===== config.mk =====
export PLATFORM = sky130hd
export DESIGN_NAME = servo_pwm_decoder
export DESIGN_NICKNAME = d
export VERILOG_FILES = /design/src/rtl/servo_pwm_decoder.sv
export SDC_FILE = /design/constraint.sdc
export NUM_CORES = 1
export LEC_CHECK = 0
export CORE_MARGIN = 2
export CORE_UTILIZATION = 35
export DETAILED_ROUTE_END_ITERATION = 8
export PLACE_DENSITY = 0.58
export SLEW_MARGIN = 40
export SYNTH_ARGS = -nofsm -noshare
export SYNTH_HDL_FRONTEND = slang
export SYNTH_SLANG_ARGS = --single-unit

===== constraint.sdc =====
create_clock -name clk -period 3.5 [get_ports clk]
set_input_delay 0.35 -clock clk [delete_from_list [all_inputs] [get_ports clk]]
set_output_delay 0.35 -clock clk [all_outputs]
set_load 0.02 [all_outputs]

===== src/rtl/servo_pwm_decoder.sv =====
// Measures period and high time of a servo PWM line in prescaled units and classifies UP/DOWN/invalid.
// Latency: meas_stb 4 clk after pwm_in is first sampled high; no backpressure, results hold until the next strobe.
module servo_pwm_decoder #(
  parameter int CLK_EN_COUNT = 5000,
  parameter int CLK_EN_BITS  = 13,
  parameter int PERIOD       = 200,
  parameter int DUTY_UP      = 10,
  parameter int DUTY_DOWN    = 15,
  parameter int TOL          = 1,
  parameter int CNT_BITS     = 9
) (
  input  logic                clk,
  input  logic                reset,
  input  logic                pwm_in,
  output logic                pos,
  output logic                pos_valid,
  output logic                meas_stb,
  output logic [CNT_BITS-1:0] high_units,
  output logic [CNT_BITS-1:0] period_units,
  output logic                fault
);

  localparam logic SERVO_POS_DOWN = 1'b0;
  localparam logic SERVO_POS_UP   = 1'b1;

  localparam logic [1:0] ST_IDLE    = 2'd0;
  localparam logic [1:0] ST_MEASURE = 2'd1;
  localparam logic [1:0] ST_TIMEOUT = 2'd2;

  localparam logic [CNT_BITS-1:0]    CNT_MAX       = '1;
  localparam logic [CNT_BITS-1:0]    TIMEOUT_UNITS = CNT_BITS'(2 * PERIOD);
  localparam logic [CLK_EN_BITS-1:0] PRE_LAST      = CLK_EN_BITS'(CLK_EN_COUNT - 1);
  localparam int unsigned            TOL_U         = TOL;

  logic                   sync1, pwm_s, pwm_d, pwm_q;
  logic                   rise, fall;
  logic [CLK_EN_BITS-1:0] prescaler;
  logic                   tick;
  logic [1:0]             state;
  logic [CNT_BITS-1:0]    period_cnt, high_cnt, high_lat;
  logic [CNT_BITS-1:0]    period_inc, high_inc;
  logic [1:0]             fall_cnt;
  logic                   ok_period, up_hit, down_hit, glitch;

  function automatic logic within_tol(input logic [CNT_BITS-1:0] val, input int unsigned nom);
    int unsigned v;
    int unsigned d;
    v = 32'(val);
    d = (v >= nom) ? v - nom : nom - v;
    return d <= TOL_U;
  endfunction

  // rise/fall are registered; pwm_q is the level aligned so a tick on the fall cycle still counts as high
  always_ff @(posedge clk or negedge reset) begin
    if (!reset) begin
      sync1 <= 1'b0;
      pwm_s <= 1'b0;
      pwm_d <= 1'b0;
      pwm_q <= 1'b0;
      rise  <= 1'b0;
      fall  <= 1'b0;
    end else begin
      sync1 <= pwm_in;
      pwm_s <= sync1;
      pwm_d <= pwm_s;
      pwm_q <= pwm_d;
      rise  <= pwm_s & ~pwm_d;
      fall  <= ~pwm_s & pwm_d;
    end
  end

  assign tick = (prescaler == PRE_LAST);

  always_ff @(posedge clk or negedge reset) begin
    if (!reset)            prescaler <= '0;
    else if (rise || tick) prescaler <= '0;
    else                   prescaler <= prescaler + 1'b1;
  end

  // A tick coinciding with a rise belongs to the period that is ending
  always_comb begin
    period_inc = period_cnt;
    high_inc   = high_cnt;
    if (tick && period_cnt != CNT_MAX)          period_inc = period_cnt + 1'b1;
    if (tick && pwm_q && high_cnt != CNT_MAX)   high_inc   = high_cnt + 1'b1;
  end

  assign ok_period = within_tol(period_inc, PERIOD);
  assign up_hit    = within_tol(high_lat, DUTY_UP);
  assign down_hit  = within_tol(high_lat, DUTY_DOWN);
  assign glitch    = (fall_cnt != 2'd1);

  always_ff @(posedge clk or negedge reset) begin
    if (!reset) begin
      state        <= ST_IDLE;
      period_cnt   <= '0;
      high_cnt     <= '0;
      high_lat     <= '0;
      fall_cnt     <= '0;
      pos          <= SERVO_POS_DOWN;
      pos_valid    <= 1'b0;
      meas_stb     <= 1'b0;
      high_units   <= '0;
      period_units <= '0;
      fault        <= 1'b0;
    end else begin
      meas_stb <= 1'b0;
      case (state)
        ST_IDLE, ST_TIMEOUT: begin
          if (rise) begin
            period_cnt <= '0;
            high_cnt   <= '0;
            high_lat   <= '0;
            fall_cnt   <= '0;
            state      <= ST_MEASURE;
          end
        end
        ST_MEASURE: begin
          if (rise) begin
            meas_stb     <= 1'b1;
            period_units <= period_inc;
            high_units   <= high_lat;
            if (ok_period && !glitch && up_hit) begin
              pos       <= SERVO_POS_UP;
              pos_valid <= 1'b1;
              fault     <= 1'b0;
            end else if (ok_period && !glitch && down_hit) begin
              pos       <= SERVO_POS_DOWN;
              pos_valid <= 1'b1;
              fault     <= 1'b0;
            end else begin
              pos_valid <= 1'b0;
              fault     <= 1'b1;
            end
            period_cnt <= '0;
            high_cnt   <= '0;
            high_lat   <= '0;
            fall_cnt   <= '0;
          end else if (period_inc >= TIMEOUT_UNITS) begin
            period_cnt <= period_inc;
            pos_valid  <= 1'b0;
            fault      <= 1'b1;
            state      <= ST_TIMEOUT;
          end else begin
            period_cnt <= period_inc;
            high_cnt   <= high_inc;
            if (fall) begin
              high_lat <= high_inc;
              if (fall_cnt != 2'd2) fall_cnt <= fall_cnt + 1'b1;
            end
          end
        end
        default: state <= ST_IDLE;
      endcase
    end
  end

endmodule


==> results.md <==
Outcome:
- The run finished, with violations left.
- The final reports fail on negative setup slack.

Final layout:
- In the layout the commonest cells are sky130_fd_sc_hd__dfrtp_1 (72), sky130_fd_sc_hd__nand2_1 (65), sky130_fd_sc_hd__nor2_1 (43).
- The repair_antennas step left the layout with diodes totalling 0.
- The number of fill cells is 1174.
- The number of cells in the finished layout apart from fillers is 711.
- Of the cells placed in the final design, the portion with a size suffix greater than 1 is 0.1768.
- Leaving out fill and tap cells, the most frequent cell in the layout is sky130_fd_sc_hd__dfrtp_1.
- The post-layout net count is 557.
- The layout overhead on the synthesized area is 24.81%.

Die:
- The number of ports placed on the die boundary is 25.
- The floorplan step defined a die boundary enclosing 13370 um2.
- The die is 115.7 um wide.
- The die is 115.7 um tall.
- The core area is 12110 um2.
- In this run the core area contains 40 standard-cell rows.
- For this configuration, the core starts out at a cell density of 0.3602.

Detailed routing:
- Dividing the detail-routed via count by the number of cells gives 5.277.
- The final layout contains routed wiring with a total length of 10.44 mm.
- The total number of vias is 3752.
- The routed length per placed instance is 14.68 um.
- The count of nets left with antenna violations once routing finished came out at 0.
- The remaining design rule violation count is 0.
- The number of optimization iterations in the first detailed-route pass is 5.
- The detailed router finished its first iteration with 227 violations.

Timing:
- The shortest period the worst path allows is 3.587 ns.
- The number of hold violations in the final report is 0.
- The minimum hold slack is 0.009552 ns.
- Setup repair after global routing could not meet its margin everywhere.
- For the pin with the worst max-slew slack, the measured transition is 0.6544 ns.
- The summed negative setup slack over all endpoints is -0.1049 ns.
- Across all setup checks in the final design, the least slack found is -0.08706 ns.
- Setup violations remaining at the end of the flow were counted as 2.
- Dividing the final minimum period by the clock period gives 1.025.
- For this run, the top clock speed supported by timing is 0.2788 GHz.
- Measured against its own limit, the worst slew margin works out to 0.5638.
- On the final layout, the worst clock skew is 0.01451 ns.
- The number of max-slew violations in the final report was 0.

Global route:
- The global-route usage over all layers is 0.1643.
- The maximum number of pins on one net before global-route repair is 73.
- The via count of the first global-routing pass is 3661.
- The number of antenna violations at the first check in global routing came to 0.
- The first global-routing pass estimated 17.55 mm of wire.
- For this run the aggregate overflow at the end of global routing stands at 0.

Synthesis:
- For this run, the leading register cell type out of synthesis is sky130_fd_sc_hd__dfrtp_1.
- The post-synth net total is 505.
- The sequential element share of the synthesized area is 0.4130.
- In this run the cell area of the synthesized design comes to 4363 um2.
- The synthesized netlist contains 71 unique library cells.
- The flip-flop and latch count after synthesis is 72.
- The yosys synthesis warning count is 0.
- The share of synthesized flip-flops with an asynchronous set or reset is 1.000.
- The post-synthesis cell count is 486.
- Counting flops with a built-in enable in the synthesized netlist gives 0.
- The mean area per synthesized cell is 8.977 um2.

Power:
- The static leakage power is 2.337 nW.
- The highest ir drop seen on vdd is 0.0002262 V.
- The power density normalized to cell area is 344.5 nW/um2.

Critical path:
- Data on the critical path arrives at its endpoint at 3.79 ns.
- The worst setup path is captured at a register.
- The critical path is of the reg -> reg type.
- The most common cell type on the critical path is sky130_fd_sc_hd__ha_4.
- Traced cell by cell, the critical path runs through ha_2, nand2_2, nor3_2, and3_4, ha_4, buf_6, nand4b_1, nor4_2, xnor2_1, ha_4, nor4b_4, mux2i_2, nand2_1, mux2i_1, or4_4, a21o_1, a211oi_2, o21ai_1.
- The type of element launching the critical path is a register.
- Data on the critical path is required at its endpoint by 3.70 ns.
- In this design, the stage delay of the slowest critical-path cell is 0.44 ns.
- The worst-path maximum fanout is 6.
- The slowest stage cell on the critical path is sky130_fd_sc_hd__or4_4.

Job:
- The tool flagged a number of max-cap violations equal to 0.

CTS:
- The clock slew at the register clock pins of the worst setup and hold paths is 0.07 ns.
- The number of clock buffers added by TritonCTS is 9.
- The cell chosen for the clock root is sky130_fd_sc_hd__clkbuf_16.
- The insertion delay to the later sink of the worst-skew pair is 0.33 ns.
- The number of levels the H-tree was split into is 3.
- TritonCTS built the clock tree.
- The clock sink count is 72.
- Hold repair after CTS inserted 0 buffers.
- The clock passes through at most 2 buffers.

Placement:
- Summed over all nets, the half-perimeter wirelength after detailed placement is 7.454 mm.
- The global placer's final weighted congestion is 0.8963.
- Counting tap cells, the placed design contains a total of 692 instances.
- Port buffering added 24 buffers.

Worst hold path:
- The worst hold path class is in -> async.
## flip-flops by register name, summed over array words and instances, names as in the netlist
signal	cells
prescaler	13
high_cnt	9
high_lat	9
high_units	9
period_cnt	9
period_units	9
fall_cnt	2
state	2
fall	1
fault	1
meas_stb	1
pos	1
pos_valid	1
pwm_d	1
pwm_q	1
pwm_s	1
rise	1
sync1	1
## stage by stage
stage | util | total power, mW | setup WS [ns] | area, um2
after floorplan | - | 0.9871 | -0.1725 | 4403
after detailed placement | 0.4158 | 1.038 | -0.1525 | 5036
after global placement | 0.4155 | 1.034 | -0.02927 | 5032
after CTS | 0.4416 | 1.891 | 0.001781 | 5349
final | 0.4496 | 1.876 | -0.08706 | 5445
after global routing | 0.4496 | 1.960 | -0.2516 | 5445
## where the power goes
part           total [mW]  internal (mW)  switching [mW]
sequential          0.892          0.863          0.0298
clock               0.851          0.498           0.353
combinational       0.133         0.0521          0.0804
## worst max-delay path, delay by kind of cell, from the launching register on
kind | cells | cell delay [ns]
xor gates and xnor gates | 1 | 0.35
buffers and inverters | 1 | 0.11
AOI/OAI and AO/OA | 3 | 0.45
adders and majority gates | 3 | 0.53
muxes | 2 | 0.23
DFF | 1 | 0.35
and+or+nand+nor | 8 | 1.41
## cell usage after synthesis (all sizes together) (4+ instances only)
| master | n | area (um2) |
|---|---|---|
| a211oi | 4 | 40.03 |
| a21oi | 15 | 78.83 |
| a32o | 4 | 40.04 |
| and2 | 4 | 25.02 |
| and3 | 6 | 42.54 |
| buf | 6 | 42.54 |
| clkbuf | 20 | 75.07 |
| dfrtp | 72 | 1802 |
| ha | 16 | 200.2 |
| inv | 22 | 85.08 |
| mux2 | 4 | 45.04 |
| mux2i | 9 | 90.09 |
| nand2 | 67 | 251.5 |
| nand2b | 4 | 25.02 |
| nand3 | 21 | 105.1 |
| nand4 | 6 | 37.54 |
| nor2 | 45 | 187.7 |
| nor2b | 4 | 25.02 |
| nor3 | 10 | 50.05 |
| nor4 | 10 | 83.83 |
| o211ai | 4 | 30.03 |
| o21ai | 42 | 210.2 |
| o22ai | 6 | 43.79 |
| o31a | 4 | 35.03 |
| o31ai | 6 | 45.04 |
| or3 | 4 | 25.02 |
| or4 | 4 | 33.78 |
| xnor2 | 15 | 150.2 |
| xor2 | 10 | 87.58 |
## area by class of cell
cell class | count | area (um2) | share of cell area
sequential | 72 | 1802 | 0.3309
multi-input combinational | 366 | 2501 | 0.4593
clock buffer | 13 | 250.2 | 0.04596
tap | 168 | 210.2 | 0.03860
timing repair buffer | 67 | 579.3 | 0.1064
clock inverter | 3 | 17.52 | 0.003217
inverter | 22 | 85.08 | 0.01563
## per-layer routing
layer | wire [um] | track usage
met1 | 4910 | 0.2197
met2 | 4742 | 0.2565
met3 | 491 | 0.03295
met4 | 297 | 0.07698
met5 | 0 | 0
## what timing repair did
item                       CTS  global route
hold endpoints to repair     0             0
pin swaps                   10             9
setup endpoints to repair    3            21
buffers inserted             2             2
gates resized for setup      7            16
## worst paths after layout
| path | end | depth (start not counted) | slack [ns] | start |
|---|---|---|---|---|
| max reg2reg | pos$_DFFE_PN0P_ | 18 | -0.09 | period_cnt[0]$_DFFE_PN0P_ |
| max in group asynchronous | period_units[2]$_DFFE_PN0P_ | 1 | 3.01 | reset |
| min reg2reg | pwm_s$_DFF_PN0_ | 0 | 0.35 | sync1$_DFF_PN0_ |
| min in group clk | pwm_s$_DFF_PN0_ | 0 | 0.35 | sync1$_DFF_PN0_ |
| min | high_cnt[6]$_DFFE_PN0P_ | 1 | 0.01 | reset |
| max | pos$_DFFE_PN0P_ | 18 | -0.09 | period_cnt[0]$_DFFE_PN0P_ |
## kinds of logic (layout without fill, tap and decap cells)
group,after synthesis,after routing,share of synthesized area
AOI/OAI and AO/OA,114,114,0.1790
DFF,72,72,0.4130
adders and majority gates,16,16,0.04588
buffers and inverters,48,105,0.04646
xor gates and xnor gates,25,25,0.05449
muxes,13,13,0.03097
and+or+nand+nor,198,198,0.2303
(Power assumes the default switching activity.)
